### config.mk
export PLATFORM = sky130hd
export DESIGN_NAME = manta_bus_arbiter
export DESIGN_NICKNAME = d
export VERILOG_FILES = /design/src/rtl/manta_bus_arbiter.sv
export SDC_FILE = /design/constraint.sdc
export NUM_CORES = 1
export LEC_CHECK = 0
export CAP_MARGIN = 20
export CORE_ASPECT_RATIO = 0.5
export CORE_MARGIN = 2
export CORE_UTILIZATION = 47
export DETAILED_ROUTE_END_ITERATION = 6
export GPL_TIMING_DRIVEN = 0
export PLACE_DENSITY = 0.79
export SYNTH_ARGS = -nofsm -noshare
export SYNTH_HDL_FRONTEND = slang
export SYNTH_SLANG_ARGS = --single-unit
### constraint.sdc
create_clock -name clk -period 2 [get_ports clk]
set_input_delay 0.4 -clock clk [delete_from_list [all_inputs] [get_ports clk]]
set_output_delay 0.4 -clock clk [all_outputs]
set_load 0.05 [all_outputs]
### src/rtl/manta_bus_arbiter.sv
// manta_bus_arbiter: round-robin arbiter sharing one fixed-latency LUT-RAM core bus between two masters.
// Define MANTA_ARB_STATS_EN to add per-port saturating grant counters and a sticky overrun flag.
module manta_bus_arbiter #(
    parameter int ADDR_WIDTH   = 16,
    parameter int DATA_WIDTH   = 16,
    parameter int CORE_LATENCY = 2
) (
    input  logic                  clk,
    input  logic                  rstn,
    input  logic [ADDR_WIDTH-1:0] a_addr,
    input  logic [DATA_WIDTH-1:0] a_wdata,
    input  logic                  a_rw,
    input  logic                  a_valid,
    output logic                  a_ready,
    output logic [DATA_WIDTH-1:0] a_rdata,
    output logic                  a_rvalid,
    input  logic [ADDR_WIDTH-1:0] b_addr,
    input  logic [DATA_WIDTH-1:0] b_wdata,
    input  logic                  b_rw,
    input  logic                  b_valid,
    output logic                  b_ready,
    output logic [DATA_WIDTH-1:0] b_rdata,
    output logic                  b_rvalid,
    output logic [ADDR_WIDTH-1:0] core_addr,
    output logic [DATA_WIDTH-1:0] core_wdata,
    output logic                  core_rw,
    output logic                  core_valid,
    input  logic [DATA_WIDTH-1:0] core_rdata,
    input  logic                  core_rvalid
`ifdef MANTA_ARB_STATS_EN
    ,
    output logic [15:0]           a_grants,
    output logic [15:0]           b_grants,
    output logic                  overrun
`endif
);

    typedef enum logic {PORT_A = 1'b0, PORT_B = 1'b1} port_t;

    port_t                   last_grant, last_grant_next;
    logic                    a_full, b_full;
    logic [ADDR_WIDTH-1:0]   a_addr_q, b_addr_q;
    logic [DATA_WIDTH-1:0]   a_wdata_q, b_wdata_q;
    logic                    a_rw_q, b_rw_q;
    logic                    grant_a, grant_b;
    logic                    a_accept, b_accept;
    logic                    core_port;
    logic [CORE_LATENCY-1:0] tag_read, tag_port;
    logic [CORE_LATENCY:0]   read_shift, port_shift;
    logic                    resp;

    always_ff @(posedge clk) begin
        if (!rstn)
            last_grant <= PORT_B;
        else
            last_grant <= last_grant_next;
    end

    always_comb begin
        last_grant_next = grant_a ? PORT_A : grant_b ? PORT_B : last_grant;
    end

    always_comb begin
        grant_a  = a_full & (~b_full | (last_grant == PORT_B));
        grant_b  = b_full & (~a_full | (last_grant == PORT_A));
        a_ready  = ~a_full | grant_a;
        b_ready  = ~b_full | grant_b;
        a_accept = a_valid & a_ready;
        b_accept = b_valid & b_ready;
    end

    // A drain and a refill in the same cycle keep the slot full for streaming.
    always_ff @(posedge clk) begin
        if (!rstn) begin
            a_full    <= 1'b0;
            a_addr_q  <= '0;
            a_wdata_q <= '0;
            a_rw_q    <= 1'b0;
            b_full    <= 1'b0;
            b_addr_q  <= '0;
            b_wdata_q <= '0;
            b_rw_q    <= 1'b0;
        end else begin
            if (a_accept) begin
                a_full    <= 1'b1;
                a_addr_q  <= a_addr;
                a_wdata_q <= a_wdata;
                a_rw_q    <= a_rw;
            end else if (grant_a) begin
                a_full <= 1'b0;
            end
            if (b_accept) begin
                b_full    <= 1'b1;
                b_addr_q  <= b_addr;
                b_wdata_q <= b_wdata;
                b_rw_q    <= b_rw;
            end else if (grant_b) begin
                b_full <= 1'b0;
            end
        end
    end

    always_ff @(posedge clk) begin
        if (!rstn) begin
            core_valid <= 1'b0;
            core_addr  <= '0;
            core_wdata <= '0;
            core_rw    <= 1'b0;
            core_port  <= 1'b0;
        end else begin
            core_valid <= grant_a | grant_b;
            if (grant_a | grant_b) begin
                core_addr  <= grant_a ? a_addr_q : b_addr_q;
                core_wdata <= grant_a ? a_wdata_q : b_wdata_q;
                core_rw    <= grant_a ? a_rw_q : b_rw_q;
                core_port  <= grant_b;
            end
        end
    end

    // The tail of the tag pipe lines up with the core response for the same request.
    always_comb begin
        read_shift = {tag_read, core_valid & ~core_rw};
        port_shift = {tag_port, core_port};
        resp       = core_rvalid & tag_read[CORE_LATENCY-1];
    end

    always_ff @(posedge clk) begin
        if (!rstn) begin
            tag_read <= '0;
            tag_port <= '0;
        end else begin
            tag_read <= read_shift[CORE_LATENCY-1:0];
            tag_port <= port_shift[CORE_LATENCY-1:0];
        end
    end

    always_ff @(posedge clk) begin
        if (!rstn) begin
            a_rvalid <= 1'b0;
            b_rvalid <= 1'b0;
            a_rdata  <= '0;
            b_rdata  <= '0;
        end else begin
            a_rvalid <= resp & ~tag_port[CORE_LATENCY-1];
            b_rvalid <= resp & tag_port[CORE_LATENCY-1];
            if (resp & ~tag_port[CORE_LATENCY-1])
                a_rdata <= core_rdata;
            if (resp & tag_port[CORE_LATENCY-1])
                b_rdata <= core_rdata;
        end
    end

`ifdef MANTA_ARB_STATS_EN
    always_ff @(posedge clk) begin
        if (!rstn) begin
            a_grants <= '0;
            b_grants <= '0;
            overrun  <= 1'b0;
        end else begin
            if (grant_a && a_grants != 16'hFFFF)
                a_grants <= a_grants + 16'd1;
            if (grant_b && b_grants != 16'hFFFF)
                b_grants <= b_grants + 16'd1;
            overrun <= overrun | (a_valid & ~a_ready) | (b_valid & ~b_ready);
        end
    end
`endif

endmodule
Word-level counts from Yosys, hierarchy flattened:

Cells that the tools add are included.

* word-level logic and storage cells: 50
* output and inout port bits: 70
* flip-flop bits (word level): 142

* reduce and logical (&&, ||, !) cells: 3
* bitwise gates (word level): 18
* multiplexer cells: 9

Operators by type and width (count)
* 2-to-1 mux 16 bit: 2
* AND 1 bit: 8
* 2-to-1 mux 1 bit: 7
* nonzero test 2 bit: 3
* NOT 1 bit: 5
* OR 1 bit: 5

Depth between registers and ports, before layout:

* depth after elaboration: 6
* mapped depth: 5
* mapped depth without buffers: 3

Worst setup path after synthesis:

Ideal clock, no wire load.

* path type: register to register
* from: register a_full
* to: register a_addr_q[0]
* period minus slack after synthesis: 1.740 ns
* library setup time: 0.120 ns
* stages on the path, launching flop included: 6
* path slack: 0.260 ns
* arrival time: 1.621 ns
* buffers on the path: 2
* cell sequence: dfxtp_1 nand3b_1 and2_1 buf_4 buf_6 mux2i_1

* cells in the longest elaborated chain, start to end: 3

RTL lines
* from (decl): RTL line 41 `logic a_full, b_full;`
* from (signal assigned): RTL line 75 `a_full <= 1'b0;`
* from (signal assigned): RTL line 85 `a_full <= 1'b1;`
* from (signal assigned): RTL line 90 `a_full <= 1'b0;`
* AND 1 bit or NOT 1 bit (tied branches): RTL line 64, 66
* OR 1 bit (*): RTL line 66 `a_ready = ~a_full | grant_a;`
* named net a_ready: RTL line 14 `output logic a_ready,`
* AND 1 bit (*): RTL line 68 `a_accept = a_valid & a_ready;`
* to (signal assigned): RTL line 86 `a_addr_q <= a_addr;`
* to (decl): RTL line 42 `logic [ADDR_WIDTH-1:0] a_addr_q, b_addr_q;`

Mark *: on every way through the listed nets, which the timed path passes. The rest lies on a longest branch.
A chain may end at the register's enable or synchronous reset.

Worst setup path after layout:

* from: register core_addr[4]
* to: output port core_addr[4]

RTL lines
* from (decl): RTL line 24 `output logic [ADDR_WIDTH-1:0] core_addr,`
* from (signal assigned): RTL line 113 `core_addr <= grant_a ? a_addr_q : b_addr_q;`

No word-level cell between the ends.

==> impl_metrics.py <==
metrics = {
    "run_status": {
        "status": "finished clean",
    },
    "clock_tree": {
        "cts-hold-fix-buffers": 0,
        "cts_buffer_depth": 2,
        "cts_sinks": 142,
        "cts_root_buffer": "clkbuf_16",
        "cts_buffers": 17,
        "cts_max_level": 4,
        "post_cts_buffers": 0,
        "cts.repair.resized": 2,
        "worstSkewPairLatency_ps": 410,
        "clk_pin_slew_ps": 60,
        "cts_tree": "done",
    },
    "sta": {
        "tns_ps": 0,
        "max_slew_margin_pct": 58.2,
        "rsz0062_at_grt": "no",
        "slew_violations": 0,
        "worstMarginPinSlew_ps": 627,
        "period_share_pct": 98.6,
        "hold_slack_ps": 432,
        "clock_skew_ps": 4.89,
        "post-route-min-period_ps": 1970,
        "hold_violations": 0,
        "setup_viol": 0,
        "fmax_mhz": 507,
    },
    "synth": {
        "ys_ff_latch": 142,
        "syn_area_mm2": 0.00548,
        "synth_most_common_cell": "nand2_1",
        "synth_top_area_share_pct": 51.9,
        "synth_top_family_by_area": "simple AND/OR/NAND/NOR gates",
        "synth.area.top_cells": "dfxtp_1 52%, nand2_1 14%, mux2i_1 12%",
        "synth_fp_nets": 664,
        "synth_compound_area_share_pct": 11.2,
        "yosys_warnings": 0,
        "synthSimpleGateAreaFrac_pct": 19.7,
        "yosys.area_share.adder_pct": 0,
        "synth_ff_type": "dfxtp_1",
        "synth_top_cell_by_area": "dfxtp_1",
        "yosysSeqAreaShare_pct": 51.9,
        "ys_async_sr_fraction_pct": 0,
        "muxShareOfSynthArea_pct": 12.1,
        "synth_edf_count": 0,
        "syn_inst": 577,
        "synth_commonest_cells": "199 x nand2_1, 142 x dfxtp_1, 66 x mux2i_1",
        "synth-xor-area-share_pct": 0,
        "ys_types": 25,
        "avgSynthCellArea_um2": 9.50,
    },
    "worst_setup_path": {
        "max_stage_delay_ps": 830,
        "crit_start": "core_addr[4]",
        "cp_data_required_time_ps": 1600,
        "critical_path.cell_chain": "clkdlybuf4s50_1",
        "critPathSlowestCell": "clkdlybuf4s50_1",
        "r2r_start": "a_full",
        "cp_data_arrival_time_ps": 1570,
        "r2r_slack_ps": 350,
        "cp-end-kind": "primary output",
        "cp.buffers_inverters": 1,
        "worstReg2RegEnd": "core_addr[4]",
        "cp_top_family": "buffers and inverters",
        "critical_path_class": "reg -> out",
        "path_max_fanout": 2,
        "cp-start-kind": "flop",
        "cp.depth": 1,
        "r2r_cells": 4,
        "crit_path_end": "core_addr[4]",
    },
    "placed_design": {
        "portBuffers": 155,
        "dp_hpwl_um": 10100,
        "routabilityCongestion": 0.787,
    },
    "floorplanning": {
        "die_area_mm2": 0.0126,
        "ios": 157,
        "die_h_um": 80.3,
        "num_rows": 27,
        "core_mm2": 0.0112,
        "die_w_um": 157,
        "initial_core_util_pct": 49.0,
    },
    "global_route": {
        "grt_use_total_pct": 22.5,
        "antenna_found_initial": 0,
        "grt_pass1_vias": 4387,
        "grt_pass1_wl_um": 21900,
        "grt_max_degree": 17,
        "overflow": 0,
    },
    "detailed_routing": {
        "vias": 4598,
        "antenna_left": 0,
        "drt-pass1-iter-count": 5,
        "wirelength_um": 14000,
        "wl_per_cell_um": 15.2,
        "vias_per_cell": 4.98,
        "post-route-drc-count": 0,
        "initialDrtViolationCount": 267,
    },
    "power_and_ir_drop": {
        "cellPowerDensity_mw_per_mm2": 888,
        "finalPower_w": 0.00699,
        "switching_share_pct": 24.0,
        "ir_drop_v": 0.000623,
        "p_clk_share_pct": 46.0,
        "combinationalPowerShare_pct": 10.6,
        "switching_power_w": 0.00168,
        "seq_power_share_pct": 43.4,
        "p_leak_nw": 3.50,
        "p_int_w": 0.00531,
    },
    "hold_path": {
        "hold_path.class": "reg -> reg",
    },
    "layout": {
        "num-nets-final": 838,
        "final_util_pct": 70.5,
        "multi_input_area_mm2": 0.00235,
        "synthToLayoutAreaGrowth_pct": 43.8,
        "antenna_cells": 0,
        "seqCellArea_mm2": 0.00284,
        "drive_above_1_share_pct": 7.59,
        "fillers": 855,
    },
    "flow_run": {
        "drv_cap": 0,
    },
}
[flip-flops by register name, indices dropped and copies added (netlist names)]
register,flops
core_wdata,16
a_rvalid,1
a_rdata,16
core_valid,1
b_wdata_q,16
core_addr,16
b_rdata,16
b_rvalid,1
b_full,1
a_wdata_q,16
a_addr_q,16
tag_port,2
tag_read,2
core_port,1
core_rw,1
b_rw_q,1
last_grant,1
b_addr_q,16
a_full,1
a_rw_q,1
[per-stage QoR]
stage / std cells / area [µm²] / worst slack (ps)
final: 923 / 7880 / 27.4
after global routing: 923 / 7880 / 3.78
after CTS: 923 / 7830 / 3.24
after detailed placement: 891 / 7230 / -11.4
after global placement: 891 / 7230 / 15.6
after floorplan: 577 / 5480 / 260
[worst min path at each step]
stage                     cells past startpoint           to  slack (ps)   startpoint
after CTS                                     1  tag_read[1]         430  tag_read[0]
final                                         1  tag_read[0]         430      core_rw
after floorplan                               1  tag_port[1]         410  tag_port[0]
after detailed placement                      1  tag_read[1]         420  tag_read[0]
after global placement                        1  tag_read[1]         420  tag_read[0]
after global routing                          1  tag_read[1]         450  tag_read[0]
[per-layer routing]
| metal | GRT usage (%) | vias to the layer above | wire length [µm] |
|---|---|---|---|
| li1 | - | 2286 | - |
| met1 | 29.0 | 2144 | 6430 |
| met2 | 37.7 | 143 | 6650 |
| met3 | 4.10 | 25 | 700 |
| met4 | 9.54 | 0 | 249 |
| met5 | 0 | - | 0 |
[cell families (layout without fill, tap and decap cells)]
group	count (synthesis)	count (layout)
muxes	66	66
buffers and inverters	47	234
AOI/OAI and AO/OA	71	71
DFF	142	142
and+or+nand+nor	251	251
[placed cells by master, fill, tap and decap left out, types with 2 or more instances in the layout]
cell             Yosys  routed
inv_6                0       2
clkinv_2             0       4
buf_2                7       7
bufinv_16            0       3
dfxtp_1            142     142
nand2_1            199     199
a21boi_0            34      34
buf_6                8       8
a221o_1             30      30
and2_1              40      40
and3_1               2       2
buf_8                3       3
nand3_1              2       2
clkbuf_1            25      25
mux2i_1             66      66
clkdlybuf4s50_1      0     133
inv_1                3       3
clkinvlp_4           0       4
nand3b_1             2       2
a21oi_1              2       2
dlymetal6s2s_1       0      20
clkbuf_16            0      17
a221o_2              3       3
[power by group through the flow]
stage               Combinational [W]  Sequential [W]  Clock (W)
finish                       0.000744         0.00303    0.00322
global route                 0.000796         0.00304    0.00337
CTS                          0.000748         0.00303    0.00324
detailed placement           0.000744         0.00309          0
global placement             0.000734         0.00309          0
floorplan                    0.000302         0.00319          0
[final cells by class]
class                   instances  area share (%)
clock buffers                  18            5.57
well taps                     159            2.53
inverters                       3           0.143
repair buffers                155            20.2
clock inverters                14            2.11
plain buffers                  44            3.45
multi-input cells             388            29.9
flip-flops and latches        142            36.1
(Power assumes the default switching activity.)
